**src/rtl/wb_port_scheduler_pkg.sv**
```systemverilog
// Shared definitions for the write-back port scheduler: write-back select
// encodings and the arbitration state type.
package wb_port_scheduler_pkg;

   localparam logic [1:0] REG_WB_ALU_OUT = 2'd0;
   localparam logic [1:0] REG_WB_MEM_DAT = 2'd1;
   localparam logic [1:0] REG_WB_IMM_DAT = 2'd2;
   localparam logic [1:0] REG_WB_PC_NEXT = 2'd3;

   typedef enum logic {
      WB_ST_NORMAL = 1'b0,
      WB_ST_DRAIN  = 1'b1
   } wb_state_e;

   // Only selects that carry data from the execute stage produce a write.
   function automatic logic wb_sel_writes(input logic [1:0] sel);
      return (sel == REG_WB_ALU_OUT) || (sel == REG_WB_IMM_DAT) || (sel == REG_WB_PC_NEXT);
   endfunction

endpackage

```
**src/rtl/wb_load_fifo.sv**
```systemverilog
// Synchronous load-return FIFO: DEPTH entries of W bits with count/full/empty.
// Head is visible on dout the cycle after the push (no bypass).
module wb_load_fifo #(
   parameter int DEPTH = 4,
   parameter int W     = 37
) (
   input  logic                     clk,
   input  logic                     rst_n,
   input  logic                     push,
   input  logic                     pop,
   input  logic [W-1:0]             din,
   output logic [W-1:0]             dout,
   output logic [$clog2(DEPTH):0]   count,
   output logic                     full,
   output logic                     empty
);

   localparam int AW = $clog2(DEPTH);
   localparam logic [AW:0] FULL_CNT = DEPTH[AW:0];

   logic [W-1:0]  mem_q [DEPTH];
   logic [W-1:0]  mem_d [DEPTH];
   logic [AW-1:0] wptr_q, wptr_d;
   logic [AW-1:0] rptr_q, rptr_d;
   logic [AW:0]   count_q, count_d;
   logic          push_ok, pop_ok;

   assign full  = (count_q == FULL_CNT);
   assign empty = (count_q == '0);
   assign count = count_q;
   assign dout  = mem_q[rptr_q];

   // A full FIFO refuses a push even when the head pops in the same cycle.
   always_comb begin
      push_ok = push & ~full;
      pop_ok  = pop & ~empty;
      mem_d   = mem_q;
      if (push_ok) mem_d[wptr_q] = din;
      wptr_d  = push_ok ? wptr_q + AW'(1) : wptr_q;
      rptr_d  = pop_ok  ? rptr_q + AW'(1) : rptr_q;
      count_d = count_q + (AW+1)'(push_ok) - (AW+1)'(pop_ok);
   end

   always_ff @(posedge clk or negedge rst_n) begin
      if (!rst_n) begin
         for (int i = 0; i < DEPTH; i++) mem_q[i] <= '0;
         wptr_q  <= '0;
         rptr_q  <= '0;
         count_q <= '0;
      end else begin
         mem_q   <= mem_d;
         wptr_q  <= wptr_d;
         rptr_q  <= rptr_d;
         count_q <= count_d;
      end
   end

endmodule

```
**src/rtl/wb_port_scheduler.sv**
```systemverilog
// Arbitrates the single register-file write port between execute results and
// buffered load returns; execute has priority until FIFO pressure or ageing.
module wb_port_scheduler
   import wb_port_scheduler_pkg::*;
#(
   parameter int XLEN     = 32,
   parameter int RADDR_W  = 5,
   parameter int LD_DEPTH = 4,
   parameter int HI_WM    = 3,
   parameter int MAX_WAIT = 8
) (
   input  logic               clk,
   input  logic               rst_n,
   input  logic               exe_valid,
   output logic               exe_ready,
   input  logic [RADDR_W-1:0] exe_rd,
   input  logic [1:0]         exe_wb_sel,
   input  logic [XLEN-1:0]    exe_alu,
   input  logic [XLEN-1:0]    exe_imm,
   input  logic [XLEN-1:0]    exe_pc_next,
   input  logic               ld_valid,
   output logic               ld_ready,
   input  logic [RADDR_W-1:0] ld_rd,
   input  logic [XLEN-1:0]    ld_data,
   output logic               rf_we,
   output logic [RADDR_W-1:0] rf_waddr,
   output logic [XLEN-1:0]    rf_wdata,
   output logic               ld_pending
);

   localparam int CW    = $clog2(LD_DEPTH) + 1;
   localparam int AGE_W = $clog2(MAX_WAIT + 1);
   localparam int EW    = RADDR_W + XLEN;
   localparam logic [CW-1:0]    HI_CNT  = HI_WM[CW-1:0];
   localparam logic [AGE_W-1:0] AGE_MAX = MAX_WAIT[AGE_W-1:0];

   wb_state_e          state_q, state_d;
   logic [AGE_W-1:0]   age_q, age_d;
   logic               rf_we_q, rf_we_d;
   logic [RADDR_W-1:0] rf_waddr_q, rf_waddr_d;
   logic [XLEN-1:0]    rf_wdata_q, rf_wdata_d;

   logic               fifo_full, fifo_empty;
   logic [CW-1:0]      fifo_count, count_next;
   logic [EW-1:0]      fifo_head;
   logic               exe_wins, ld_push, ld_pop;
   logic [XLEN-1:0]    exe_data;

   wb_load_fifo #(.DEPTH(LD_DEPTH), .W(EW)) u_fifo (
      .clk   (clk),
      .rst_n (rst_n),
      .push  (ld_push),
      .pop   (ld_pop),
      .din   ({ld_rd, ld_data}),
      .dout  (fifo_head),
      .count (fifo_count),
      .full  (fifo_full),
      .empty (fifo_empty)
   );

   assign ld_ready   = ~fifo_full;
   assign ld_pending = ~fifo_empty;
   assign rf_we      = rf_we_q;
   assign rf_waddr   = rf_waddr_q;
   assign rf_wdata   = rf_wdata_q;

   always_ff @(posedge clk or negedge rst_n) begin
      if (!rst_n) begin
         state_q    <= WB_ST_NORMAL;
         age_q      <= '0;
         rf_we_q    <= 1'b0;
         rf_waddr_q <= '0;
         rf_wdata_q <= '0;
      end else begin
         state_q    <= state_d;
         age_q      <= age_d;
         rf_we_q    <= rf_we_d;
         rf_waddr_q <= rf_waddr_d;
         rf_wdata_q <= rf_wdata_d;
      end
   end

   // Pressure is judged on the occupancy after this cycle's push/pop.
   always_comb begin
      count_next = fifo_count + CW'(ld_push) - CW'(ld_pop);
      if (fifo_empty || ld_pop) age_d = '0;
      else if (age_q != AGE_MAX) age_d = age_q + AGE_W'(1);
      else age_d = age_q;
      state_d = state_q;
      case (state_q)
         WB_ST_NORMAL: if (count_next >= HI_CNT || age_d == AGE_MAX) state_d = WB_ST_DRAIN;
         WB_ST_DRAIN:  if (count_next == '0) state_d = WB_ST_NORMAL;
         default:      state_d = WB_ST_NORMAL;
      endcase
   end

   // An execute transfer to x0 takes no port slot, so the head may still pop.
   always_comb begin
      exe_ready = (state_q == WB_ST_NORMAL);
      exe_wins  = exe_valid & exe_ready & (exe_rd != '0);
      ld_push   = ld_valid & ~fifo_full & (ld_rd != '0);
      ld_pop    = ~fifo_empty & ~exe_wins;
      case (exe_wb_sel)
         REG_WB_ALU_OUT: exe_data = exe_alu;
         REG_WB_IMM_DAT: exe_data = exe_imm;
         REG_WB_PC_NEXT: exe_data = exe_pc_next;
         default:        exe_data = '0;
      endcase
      rf_we_d    = 1'b0;
      rf_waddr_d = '0;
      rf_wdata_d = '0;
      if (exe_wins) begin
         rf_we_d    = wb_sel_writes(exe_wb_sel);
         rf_waddr_d = rf_we_d ? exe_rd : '0;
         rf_wdata_d = rf_we_d ? exe_data : '0;
      end else if (ld_pop) begin
         rf_we_d    = 1'b1;
         rf_waddr_d = fifo_head[EW-1:XLEN];
         rf_wdata_d = fifo_head[XLEN-1:0];
      end
   end

endmodule

```
**config.mk**
```make
export PLATFORM = sky130hd
export DESIGN_NAME = wb_port_scheduler
export DESIGN_NICKNAME = d
export VERILOG_FILES = /design/src/rtl/wb_port_scheduler_pkg.sv /design/src/rtl/wb_load_fifo.sv /design/src/rtl/wb_port_scheduler.sv
export SDC_FILE = /design/constraint.sdc
export NUM_CORES = 1
export LEC_CHECK = 0
export ABC_AREA = 0
export BUFFER_PORTS_ARGS = -buffer_cell sky130_fd_sc_hd__buf_2
export CAP_MARGIN = 20
export CORE_MARGIN = 8
export CORE_UTILIZATION = 52
export CTS_BUF_LIST = sky130_fd_sc_hd__clkbuf_8
export DETAILED_ROUTE_END_ITERATION = 8
export GPL_ROUTABILITY_DRIVEN = 0
export PLACE_DENSITY_LB_ADDON = 0.12
export SKIP_LAST_GASP = 1
export SYNTH_ARGS = -nofsm -noshare
export SYNTH_HDL_FRONTEND = slang
export SYNTH_SLANG_ARGS = --single-unit
```
**constraint.sdc**
```tcl
create_clock -name clk -period 2.6 [get_ports clk]
set_input_delay 0.52 -clock clk [delete_from_list [all_inputs] [get_ports clk]]
set_output_delay 0.52 -clock clk [all_outputs]
set_load 0.1 [all_outputs]
```
After elaboration in Yosys (flattened, before gate mapping). Index checks and enable logic that the tools add are counted.

Mux-type cells: 20. Reduce and logical (&&, ||, !) cells: 10. Order comparisons: 4. Bitwise gates (word level): 13. Eq/ne operators: 5. $add $sub $neg: 7.

Operator list (number): bitwise mux 148 bit (1); 2-to-1 mux 37 bit (3); 2-to-1 mux 32 bit (3); case mux 32 bit (3 select lines) (1); binary-select mux 37 bit (select 2 bit) (1); demux 37 bit (select 2 bit) (1); 2-to-1 mux 5 bit (3); nonzero test 5 bit (2); 2-to-1 mux 4 bit (2); AND 1 bit (7); adder 3 x 1 -> 3 bit (2); greater-or-equal comparator 3 bit (second input constant) (2); logical NOT 3 bit (2); inverter 2 -> 3 bit (2); subtractor 3 x 1 -> 3 bit (2); adder 2 x 1 -> 2 bit (second input constant) (2); adder 4 x 1 -> 4 bit (second input constant) (1); == test 2 bit (second input constant) (2); == test 4 bit (second input constant) (1); logical OR 1 bit (4); 2-to-1 mux 1 bit (4); inequality test 4 bit (second input constant) (1); inverter 1 bit (4); == test 3 bit (second input constant) (1); 5 further kinds (5).

Output and inout port bits: 41. Register bits after elaboration: 198. Bits of input ports: 144. Word-level logic and storage cells: 71.

Logic depth before layout (Yosys ltp). Gate-level depths: netlist of run 1.

Depth in word-level cells: 11. Mapped depth: 12. Mapped depth without buffers: 11.

Hierarchy. Synthesis of run 1 repeated with hierarchy kept, for this count alone.

Cell total of the unflattened synthesis: 630. Area total of the unflattened synthesis: 9839.4 µm².

By module, submodules not included: wb_load_fifo (cells each 393, times used 1, area each 7385.8 µm²); wb_port_scheduler (cells each 237, times used 1, area each 2453.6 µm²).

Least setup slack after synthesis of run 1. Ideal clock, no wire load.

Kind: flip-flop to flip-flop. From: reg u_fifo.count_q[1] (netlist: u_fifo.count[1]). To: reg state_q. Data arrival time: 3.168 ns. Period minus slack after synthesis: 3.292 ns. Data required time: 2.476 ns. Cell stages (with the launch flop): 13. Slack: -0.692 ns. Cell sequence: dfrtp_1 > or3_1 > clkbuf_1 > nand2_2 > inv_1 > buf_2 > ha_1 > inv_1 > ha_1 > inv_1 > fa_1 > xor2_1 > a211o_1.

Elaborated cells between the ends (all ways): 18. Those cells by class: 2 x add/sub; 1 x order compare; 2 x eq/ne; 4 x mux; 5 x bitwise; 4 x reduce/logical.

RTL lines: start, declared (line wb_load_fifo.sv:25) `logic [AW:0] count_q, count_d;`; start signal, assigned (line wb_load_fifo.sv:54) `count_q <= count_d;`; logical NOT 3 bit (*) (line wb_load_fifo.sv:29) `assign empty = (count_q == '0);`; inverter 1 bit (*); named net ld_pending (line wb_port_scheduler.sv:28) `output logic ld_pending`; AND 1 bit (*) (line wb_port_scheduler.sv:102) `ld_pop = ~fifo_empty & ~exe_wins;`; branches (longest 5 deep; another with subtractor 3 x 1 -> 3 bit); case mux 1 bit (2 select lines) (*) (line wb_port_scheduler.sv:90) `case (state_q)`; named net state_d (line wb_port_scheduler.sv:37) `wb_state_e state_q, state_d;`; end signal, assigned (line wb_port_scheduler.sv:75) `state_q <= state_d;`; end, declared (line wb_port_scheduler.sv:37).

Mark *: on every way through the listed nets, which the timed path passes. A chain may end at the register's enable or synchronous reset.

Worst setup path after layout of run 1.
From: reg u_fifo.count_q[2] (netlist: u_fifo.count[2]). To: reg state_q.

Longest elaborated chain between the ends: 10. Elaborated cells between the ends (all ways): 18. Those cells by class: 2 x add/sub; 1 x order compare; 2 x eq/ne; 4 x mux; 5 x bitwise; 4 x reduce/logical.

Ends and longest elaborated chain: == test 3 bit (line wb_load_fifo.sv:28) `assign full = (count_q == FULL_CNT);`; inverter 1 bit (line wb_port_scheduler.sv:101) `ld_push = ld_valid & ~fifo_full & (ld_rd != '0);`; AND 1 bit (2 in a row) (line wb_port_scheduler.sv:101); adder 3 x 1 -> 3 bit (line wb_port_scheduler.sv:85) `count_next = fifo_count + CW'(ld_push) - CW'(ld_pop);`; subtractor 3 x 1 -> 3 bit (line wb_port_scheduler.sv:85); greater-or-equal comparator 3 x 2 -> 1 bit (line wb_port_scheduler.sv:91) `WB_ST_NORMAL: if (count_next >= HI_CNT || age_d == AGE_MAX) state_d = WB_ST_DRAIN;`; logical OR 1 bit (line wb_port_scheduler.sv:91); 2-to-1 mux 1 bit (line wb_port_scheduler.sv:91); case mux 1 bit (2 select lines) (*) (line wb_port_scheduler.sv:90); named net state_d (line wb_port_scheduler.sv:37).

Mark *: on every way through the listed nets, which the timed path passes. The rest lies on a longest branch.

==> run metrics, run 1 <==
total setup buffers inserted after CTS 0; Design Area, Final about 12000 sq um; RSZ-0062 raised after global routing no; slew margin rel. 0.545; CTS Root Cell clkbuf_8; Final Critical Period 2.45 ns; Crit path required time approximately 3 ns; Top cell by count, worst path inv_2; number of H-tree levels 4; fmax just over 0.4 GHz; final WL between 20 and 25 mm; Post-Synthesis Cells slightly above 600; chip height between 150 and 200 um; FF-to-FF setup slack between 0.15 and 0.2 ns; Fin Clk Skew roughly 0.013 ns; vias in the first global route slightly below 7000; Hold Crit Start ld_data[30]; Non-Filler Instances roughly 1100; setup violators final 0; Post-synth top cells dfrtp_1, mux2_4, a22o_1, mux4_2, nand2_1; Detailed Routing Iterations Pass 1 4; via count 5909; cts repair resizes 0; die area roughly 23000 sq um; count leader, synth dfrtp_1; DRT iter0 DRCs slightly above 300; Die Span X between 150 and 200 um; worst path cell trace or3_1 > nand2_2 > inv_2 > ha_4 > inv_2 > ha_4 > inv_2 > fa_2 > a21oi_1 > a211o_1; Hold Path Stages 2; area leader, netlist dfrtp_1; sw frac 0.406; TritonCTS clock tree built; TritonCTS Buffers 17; Mapped Area between 9000 and 10000 sq um; Max rail drop VDD 1100 uV; dpl cells 1039; WL/cell ~21 um; average instance area after synthesis approximately 16 sq um; num rows 50; critical path launch point type flop; Synth Register Bits ~200; CP arrival 2.80 ns; RR Startpoint u_fifo.count[2]$_DFF_PN0_; critical path's slowest cell fa_2; worst skew pair latency about 0.46 ns; Worst Reg-to-Reg Cells 10; layout cells sized above 1 0.545; area share of the largest cell type after synthesis 0.507; ANT nets after route 0; DP HPWL ~16 mm; Max stage delay on crit path around 0.51 ns; initial antenna violation count 2; sink of the worst hold path u_fifo.mem_q[104]$_DFFE_PN0P_; setup TNS after final layout 0 ns; initial core utilization 0.526; EDFF count, synth 0; Internal around 0.0096 W; Synth cell types 38; largest net degree at the start of global routing 52; Switching Power 0.00655 W; Async SR Flop Fraction 1.00; Global Route Usage Sum 0.198; area of the core around 19000 sq um; clock sinks approximately 200; ranking of synthesized cells by area dfrtp_1, mux2_4, mux4_2, mux2i_1, a22o_1; critical path endpoint category flop; status finished, final reports clean; area of placed instances 11200 sq um; Comb power frac 0.534; Tightest Pin Transition around 0.68 ns; ys flop type dfrtp_1; clk buf depth 2; Hold Crit Class primary input to flop; Max FO, Critical Path 5; DR vias/cell between 5 and 6; input/output buffers between 150 and 200; fin crit share 0.941; Slew Limit Fails 0; syn nets slightly below 800; I/O Pins roughly 190; Max Cap Violations 0; Congestion Overflow GR 0; Power Dens Cells 1390 nW/um^2; # DRC 0; Crit Path Category flop to flop; first-pass GRT wire length 37.2 mm; Nets 980; RR Endpoint state_q$_DFF_PN0_; Area Growth Syn to Fin 18.9%; warnings from Yosys 0; leak pwr around 5.7 nW; Clock Pin Slew Worst Setup and Hold Paths around 0.11 ns; sequential power share 0.343; Clk pwr share 0.122; Final Hold Fails 0; Seq/Total Area, Yosys 0.507
-- layer usage --
metal | vias to the layer above | track usage | routed length, um
li1 | 2696 | - | -
met1 | 3066 | 0.257 | 9900
met2 | 133 | 0.331 | 11400
met3 | 12 | 0.0491 | 1000
met4 | 2 | 0.0462 | 148
met5 | - | 0 | 13
-- cell families (layout without fill, tap and decap cells) --
family                     count (synthesis)  after routing  synth area share
xor gates and xnor gates                   7              7           0.00628
muxes                                    218            218             0.336
DFF                                      198            198             0.507
AOI/OAI and AO/OA                         80             80            0.0584
other                                      0              1                 0
buffers and inverters                     52            267            0.0432
adders and majority gates                 11             11            0.0156
and+or+nand+nor                           57             57            0.0331
-- flip-flops by register name, indices dropped and copies added, names as in the netlist --
name,flops
rf_we,1
u_fifo.rptr_q,2
state_q,1
rf_wdata,32
rf_waddr,5
u_fifo.wptr_q,2
u_fifo.count,3
age_q,4
u_fifo.mem_q,148
-- worst max-delay path: cells and delay by family, from the launching register on --
kind	cells	cell delay, ns
AO/OA/AOI/OAI	2	0.28
adder cells (fa/ha/maj)	3	0.84
buffers and inverters	3	0.15
flip-flops	1	0.41
AND/OR/NAND/NOR	2	0.63
-- cell usage in the layout, fill, tap and decap left out, types with 5 or more instances in the layout --
cell,n
inv_1,8
mux2_2,28
clkinv_4,5
ha_1,7
buf_2,183
o21ai_0,32
nand2_1,34
buf_4,19
mux2_4,120
dfrtp_1,196
mux2i_1,33
clkbuf_8,18
a22o_1,37
mux4_2,37
buf_12,18
-- worst max-delay path by stage --
stage | startpoint | to | slack, ns | cells after the start
5_1_grt | u_fifo.count[2]$_DFF_PN0_ | state_q$_DFF_PN0_ | 0.05 | 10
3_5_place_dp | exe_rd[4] | state_q$_DFF_PN0_ | -0.31 | 12
2_1_floorplan | exe_rd[4] | state_q$_DFF_PN0_ | -0.30 | 12
3_3_place_gp | exe_rd[4] | state_q$_DFF_PN0_ | -0.24 | 12
4_1_cts | u_fifo.count[2]$_DFF_PN0_ | state_q$_DFF_PN0_ | 0.13 | 10
6_report | u_fifo.count[2]$_DFF_PN0_ | state_q$_DFF_PN0_ | 0.15 | 10
-- timing repair --
item                                    4_1_cts  5_1_grt
endpoints found under the hold margin        45        0
endpoints found under the setup margin        0        0
hold buffers                                  1        0
-- stage by stage --
step                power (W)  utilization  hold WS [ns]  setup slack [ns]
finish                 0.0161        0.625         0.332             0.154
global route           0.0170        0.625         0.294            0.0496
CTS                    0.0163        0.625         0.296             0.135
detailed placement     0.0143        0.602         0.489            -0.309
global placement       0.0139        0.601         0.481            -0.238
floorplan              0.0125            -         0.224            -0.298
-- power by group through the flow --
| stage | Combinational [W] | Clock, W | Sequential (W) |
|---|---|---|---|
| 6_report | 0.00861 | 0.00197 | 0.00553 |
| 5_1_grt | 0.00909 | 0.00217 | 0.00572 |
| 3_5_place_dp | 0.00867 | 0 | 0.00559 |
| 4_1_cts | 0.00870 | 0.00203 | 0.00553 |
| 3_3_place_gp | 0.00849 | 0 | 0.00546 |
| 2_1_floorplan | 0.00513 | 0 | 0.00732 |
-- cell type report --
class / count / area, sq um
Multi-Input combinational cell: 373 / 4440
Clock inverter: 15 / 170
Tap cell: 234 / 293
Sequential cell: 198 / 4960
Clock buffer: 17 / 234
Timing Repair Buffer: 223 / 1470
Inverter: 12 / 48.8
Antenna cell: 1 / 2.50
Fill cell: 1391 / 6970
Note: power is estimated with default switching activity, not from simulation.
==> run 2: changes to the inputs <==
Settings changed: CELL_PAD_IN_SITES_DETAIL_PLACEMENT from default to 2, CELL_PAD_IN_SITES_GLOBAL_PLACEMENT from default to 2, CORE_UTILIZATION 52 to 37.
==> run metrics, run 2 (synthesized netlist as in run 1, its figures left out) <==
DR vias/cell 5.20 (was 5.51); met3 wire length 1.10 mm (was 1.00 mm); final WL 27.5 mm (was 22.5 mm); initial core utilization 0.376 (was 0.526); Biggest register u_fifo.mem_q (unchanged); TritonCTS clock tree built (unchanged); wire length on met2 14.6 mm (was 11.4 mm); input/output buffers 184 (unchanged); Hold Crit Class primary input to flop (unchanged); RR Startpoint u_fifo.count[2]$_DFF_PN0_ (unchanged); RSZ-0062 raised after global routing no (unchanged); Die Span X 178 um (was 153 um); Max Cap Violations 0 (unchanged); Top Layer Used met5 (unchanged); Final Critical Period 2.51 ns (was 2.45 ns); Worst Reg-to-Reg Cells 10 (unchanged); overall power 0.0163 W (was 0.0161 W); CP arrival 2.88 ns (was 2.80 ns); area of the core 26000 sq um (was 18600 sq um); Hold Crit Start ld_data[8] (was ld_data[30]); DP HPWL 19.7 mm (was 16.3 mm); fmax 0.398 GHz (was 0.409 GHz); cts hold-fix bufs 1 (unchanged); dpl cells 1136 (was 1039); Global Route Usage Sum 0.174 (was 0.198); Fin Clk Skew 0.0222 ns (was 0.0128 ns); fin crit share 0.967 (was 0.941); Max rail drop VDD 725 uV (was 1100 uV); Detailed Routing Iterations Pass 1 4 (unchanged); clock sinks 198 (unchanged); slew margin rel. 0.575 (was 0.545); FF-to-FF setup slack 0.09 ns (was 0.15 ns); leak pwr 5.70 nW (was 5.72 nW); ANT nets after route 0 (unchanged); Nets 976 (was 980); max reg flops 148 (unchanged); Crit path required time 2.97 ns (was 2.95 ns); critical path endpoint category flop (unchanged); area of placed instances 11300 sq um (was 11200 sq um); fin worst setup slack 0.0866 ns (was 0.154 ns); WL/cell 23.5 um (was 20.9 um); Area Growth Syn to Fin 19.5% (was 18.9%); first-pass GRT wire length 42.6 mm (was 37.2 mm); number of H-tree levels 4 (unchanged); Hold Path Stages 2 (unchanged); via count 6075 (was 5909); Design Area, Final 11700 sq um (was 11600 sq um); clk buf depth 2 (unchanged); Tightest Pin Transition 0.637 ns (was 0.681 ns); DRT iter0 DRCs 248 (was 308); die area 31800 sq um (was 23400 sq um); Power Dens Cells 1400 nW/um^2 (was 1390 nW/um^2); M1 WL 11.3 mm (was 9.90 mm); status finished, final reports clean (unchanged); total setup buffers inserted after CTS 0 (unchanged); sink of the worst hold path u_fifo.mem_q[45]$_DFFE_PN0P_ (was u_fifo.mem_q[104]$_DFFE_PN0P_); diode count 0 (was 1); worst skew pair latency 0.48 ns (was 0.46 ns); RR Endpoint state_q$_DFF_PN0_ (unchanged); Clock Pin Slew Worst Setup and Hold Paths 0.12 ns (was 0.11 ns); setup violators final 0 (unchanged); Max FO, Critical Path 5 (unchanged); TritonCTS Buffers 17 (unchanged); Slew Limit Fails 0 (unchanged); Final Hold Fails 0 (unchanged); fin util 0.449 (was 0.625); most common cell after layout, fill and taps aside dfrtp_1 (unchanged); I/O Pins 185 (unchanged); vias in the first global route 7380 (was 6800); critical path launch point type flop (unchanged); Crit Path Category flop to flop (unchanged); initial antenna violation count 1 (was 2); commonest cells after routing, fill and taps aside dfrtp_1, buf_2, mux2_4 (unchanged); Non-Filler Instances 1169 (was 1073); Congestion Overflow GR 0 (unchanged); layout cells sized above 1 0.542 (was 0.545); chip height 178 um (was 153 um); num rows 59 (was 50); CTS Root Cell clkbuf_8 (unchanged); post-place setup slack -0.340 ns (was -0.309 ns); # DRC 0 (unchanged); largest net degree at the start of global routing 58 (was 52); cts repair resizes 0 (unchanged)
run 2: per-layer routing:
layer | vias up | GRT usage
met5 | - | 0
met3 | 28 | 0.0383
met4 | 2 | 0.0458
met2 | 118 | 0.313
li1 | 2689 | -
met1 | 3238 | 0.206
run 2: per-stage QoR:
step                hold slack (ns)  TNS (ns)
finish                        0.308         0
global route                  0.273         0
CTS                           0.277         0
detailed placement            0.491    -0.346
global placement              0.481    -0.254
floorplan                     0.224    -0.298
run 2: worst max-delay path by stage:
stage / startpoint / to / slack (ns) / depth (start not counted)
4_1_cts: u_fifo.count[2]$_DFF_PN0_ / state_q$_DFF_PN0_ / 0.07 / 10
2_1_floorplan: exe_rd[4] / state_q$_DFF_PN0_ / -0.30 / 12
6_report: u_fifo.count[2]$_DFF_PN0_ / state_q$_DFF_PN0_ / 0.09 / 10
3_3_place_gp: exe_rd[4] / state_q$_DFF_PN0_ / -0.25 / 12
5_1_grt: u_fifo.count[2]$_DFF_PN0_ / state_q$_DFF_PN0_ / 0.02 / 10
3_5_place_dp: exe_rd[4] / state_q$_DFF_PN0_ / -0.34 / 12
run 2: area by class of cell:
| type | instances | area [sq um] |
|---|---|---|
| Clock inverter | 14 | 131 |
| Timing Repair Buffer | 219 | 1430 |
| Fill cell | 2553 | 14300 |
| Inverter | 12 | 48.8 |
| Tap cell | 335 | 419 |
| Sequential cell | 198 | 4960 |
| Clock buffer | 18 | 248 |
| Multi-Input combinational cell | 373 | 4440 |
run 2: worst max-delay path, cell delays in order, from the launching register on:
cell,delay (ns)
dfrtp_1,0.42
or3_1,0.51
nand2_2,0.13
inv_2,0.06
ha_4,0.21
inv_2,0.07
ha_4,0.12
inv_2,0.03
fa_2,0.54
a21oi_1,0.07
a211o_1,0.22
run 2: report_power, final:
group          total [W]  leakage, nW  internal [W]  switching, W
logic            0.00880         3.14       0.00409       0.00470
registers        0.00553         2.37       0.00465      0.000880
clock network    0.00196        0.201      0.000736       0.00122
==> run 3: changes to the inputs <==
Settings changed: CAP_MARGIN 20 to default, SYNTH_HIERARCHICAL from default to 1.
==> run metrics, run 3 <==
post-place setup slack -0.532 ns (was -0.340 ns); Hold Crit Class primary input to flop (unchanged); TritonCTS clock tree built (unchanged); Global Route Usage Sum 0.175 (was 0.174); overall power 0.0163 W (about the same); ys flop type dfrtp_1 (unchanged); fin worst setup slack -0.0368 ns (was 0.0866 ns); die area 32100 sq um (was 31800 sq um); Reg area 4960 sq um (unchanged); RR Startpoint u_fifo/count[0]$_DFF_PN0_ (was u_fifo.count[2]$_DFF_PN0_); WL/cell 22.9 um (was 23.5 um); violated checks negative setup slack; most common cell after layout, fill and taps aside dfrtp_1 (unchanged); multi-input logic area 4430 sq um (was 4440 sq um); DP HPWL 19.3 mm (was 19.7 mm); Nets 995 (was 976); syn nets 785 (was 778); Biggest register u_fifo/mem_q (was u_fifo.mem_q); Internal 0.00961 W (was 0.00948 W); critical path's slowest cell dfrtp_1 (was fa_2); via count 6051 (was 6075); input/output buffers 184 (unchanged); final WL 27.2 mm (was 27.5 mm); # DRC 0 (unchanged); worst skew pair latency 0.47 ns (was 0.48 ns); initial core utilization 0.378 (was 0.376); fin util 0.448 (was 0.449); Detailed Routing Iterations Pass 1 4 (unchanged); Crit Path Category flop to flop (unchanged); Max Cap Violations 0 (unchanged); Slew Limit Fails 0 (unchanged); warnings from Yosys 6 (was 0); Final Hold Fails 0 (unchanged); chip height 179 um (was 178 um); Max rail drop VDD 868 uV (was 725 uV); ANT nets after route 0 (unchanged); vias in the first global route 7317 (was 7380); Clock Pin Slew Worst Setup and Hold Paths 0.12 ns (about the same); CP arrival 3.02 ns (was 2.88 ns); area share of the largest cell type after synthesis 0.504 (was 0.507); Seq/Total Area, Yosys 0.504 (was 0.507); CP startpoint u_fifo/count[0]$_DFF_PN0_ (was u_fifo.count[2]$_DFF_PN0_); Synth Register Bits 198 (unchanged); area leader, netlist dfrtp_1 (unchanged); average instance area after synthesis 15.6 sq um (was 15.7 sq um); ranking of synthesized cells by area dfrtp_1, mux2_4, mux4_2, mux2_2, a22o_1 (was dfrtp_1, mux2_4, mux4_2, mux2i_1, a22o_1); FF-to-FF setup slack -0.04 ns (was 0.09 ns); Die Span X 179 um (was 178 um); layout cells sized above 1 0.558 (was 0.542); worst path cell trace or2_4 > nor2_4 > clkinvlp_4 > and2_4 > buf_12 > o21a_1 > ha_1 > inv_1 > ha_2 > fa_2 > xnor2_2 > xnor2_1 (was or3_1 > nand2_2 > inv_2 > ha_4 > inv_2 > ha_4 > inv_2 > fa_2 > a21oi_1 > a211o_1); slew margin rel. 0.387 (was 0.575); Worst Setup EP u_fifo/count[2]$_DFF_PN0_ (was state_q$_DFF_PN0_); dpl cells 1146 (was 1136); fin crit share 1.01 (was 0.967); DR vias/cell 5.09 (was 5.20); Tightest Pin Transition 0.918 ns (was 0.637 ns); I/O Pins 185 (unchanged); initial antenna violation count 1 (unchanged); Max stage delay on crit path 0.42 ns (was 0.54 ns); DRT iter0 DRCs 223 (was 248); Crit path required time 2.99 ns (was 2.97 ns); Max FO, Critical Path 5 (unchanged); Congestion Overflow GR 0 (unchanged); status complete, but fails checks (was finished, final reports clean); count leader, synth dfrtp_1 (unchanged); Area Growth Syn to Fin 18.6% (was 19.5%); Post-synth top cells dfrtp_1, mux2_4, a22o_1, mux4_2 (was dfrtp_1, mux2_4, a22o_1, mux4_2, nand2_1); number of H-tree levels 4 (unchanged); TritonCTS Buffers 17 (unchanged); Clk pwr share 0.121 (was 0.120); Non-Filler Instances 1189 (was 1169); EDFF count, synth 0 (unchanged); leak pwr 5.42 nW (was 5.70 nW); Post-Synthesis Cells 630 (was 623); critical path endpoint category flop (unchanged); Power Dens Cells 1400 nW/um^2 (about the same); Design Area, Final 11700 sq um (about the same); Switching Power 0.00674 W (was 0.00681 W); critical path launch point type flop (unchanged); Synth cell types 44 (was 38); area of placed instances 11200 sq um (was 11300 sq um); max reg flops 148 (unchanged); fmax 0.379 GHz (was 0.398 GHz); Fin Clk Skew 0.0246 ns (was 0.0222 ns); clock sinks 198 (unchanged); CTS Root Cell clkbuf_8 (unchanged); Async SR Flop Fraction 1.00 (unchanged); fillers 2534 (was 2553); RR Endpoint u_fifo/count[2]$_DFF_PN0_ (was state_q$_DFF_PN0_); num rows 59 (unchanged); clk buf depth 2 (unchanged); commonest cells after routing, fill and taps aside dfrtp_1, buf_2, mux2_4 (unchanged); RSZ-0062 raised after global routing yes (was no); area of the core 26100 sq um (was 26000 sq um); setup violators final 2 (was 0); largest net degree at the start of global routing 75 (was 58); sequential power share 0.335 (was 0.340); sw frac 0.412 (was 0.418); Mapped Area 9840 sq um (was 9760 sq um); Final Critical Period 2.64 ns (was 2.51 ns); Worst Reg-to-Reg Cells 12 (was 10); Comb power frac 0.545 (was 0.540); first-pass GRT wire length 43.0 mm (was 42.6 mm)
[run 3: cell count changes in the layout (fill, tap and decap cells not counted), moves of 3 or more]
cell,delta
nand2_8,-4
and3_2,+4
buf_4,+27
buf_12,-11
clkinvlp_4,+3
[run 3: cell families (layout without fill, tap and decap cells)]
logic type / Yosys count / after routing / share of synthesized area
buffers and inverters: 58 / 281 / 0.0518
AOI/OAI and AO/OA: 78 / 78 / 0.0575
other: 0 / 1 / 0
adders and majority gates: 12 / 12 / 0.0165
xor gates and xnor gates: 9 / 9 / 0.00877
DFF: 198 / 198 / 0.504
muxes: 218 / 218 / 0.334
and+or+nand+nor: 57 / 57 / 0.0284
[run 3: cell type report]
cell class,count,share of cell area
multi-input cells,374,0.380
repair buffers,235,0.122
flip-flops and latches,198,0.425
clock inverters,15,0.0122
inverters,14,0.00515
well taps,335,0.0359
clock buffers,17,0.0201
diodes,1,0.000215
[run 3: power groups by stage]
| stage | Sequential (W) | Clock [W] | Combinational, W |
|---|---|---|---|
| floorplan | 0.00732 | 0 | 0.00523 |
| global placement | 0.00536 | 0 | 0.00863 |
| detailed placement | 0.00553 | 0 | 0.00882 |
| CTS | 0.00548 | 0.00206 | 0.00897 |
| global route | 0.00566 | 0.00215 | 0.00946 |
| finish | 0.00547 | 0.00197 | 0.00891 |
[run 3: critical path, delay by kind of cell (launching register included)]
family | cells | cell delay, ns
flip-flops | 1 | 0.42
AO/OA/AOI/OAI | 1 | 0.11
adder cells (fa/ha/maj) | 3 | 0.81
XOR/XNOR | 2 | 0.32
buffers and inverters | 3 | 0.27
AND/OR/NAND/NOR | 3 | 0.61
[run 3: metal layers]
| layer | wire length, um | part of all wire | up-vias | GRT usage |
|---|---|---|---|---|
| met5 | 10 | 0.00037 | - | 0 |
| met4 | 246 | 0.0091 | 2 | 0.0427 |
| met3 | 1200 | 0.044 | 20 | 0.0303 |
| met2 | 13900 | 0.51 | 115 | 0.303 |
| met1 | 11800 | 0.44 | 3197 | 0.224 |
| li1 | - | - | 2717 | - |
[run 3: worst min-delay path by stage]
stage | start | to | slack, ns | depth (start not counted)
6_report | ld_data[23] | u_fifo/mem_q[134]$_DFFE_PN0P_ | 0.32 | 2
5_1_grt | ld_data[9] | u_fifo/mem_q[9]$_DFFE_PN0P_ | 0.29 | 2
4_1_cts | ld_data[23] | u_fifo/mem_q[134]$_DFFE_PN0P_ | 0.28 | 2
3_5_place_dp | rst_n | rf_wdata[18]$_DFF_PN0_ | 0.44 | 1
3_3_place_gp | rst_n | rf_wdata[20]$_DFF_PN0_ | 0.44 | 1
2_1_floorplan | rst_n | age_q[0]$_DFF_PN0_ | 0.22 | 0
[run 3: through the flow]
step	setup TNS, ns	hold WS (ns)
6_report	-0.0670	0.321
5_1_grt	-0.294	0.288
4_1_cts	-0.0949	0.284
3_5_place_dp	-1.56	0.444
3_3_place_gp	-1.20	0.439
2_1_floorplan	-1.78	0.224
[run 3: what timing repair did]
| item | in CTS | in global routing |
|---|---|---|
| hold endpoints to repair | 28 | 0 |
| endpoints found under the setup margin | 2 | 3 |
| buffers inserted | 5 | 4 |
| resized for setup | 5 | 2 |
| hold buffers | 1 | 0 |
| pin swaps | 5 | 8 |
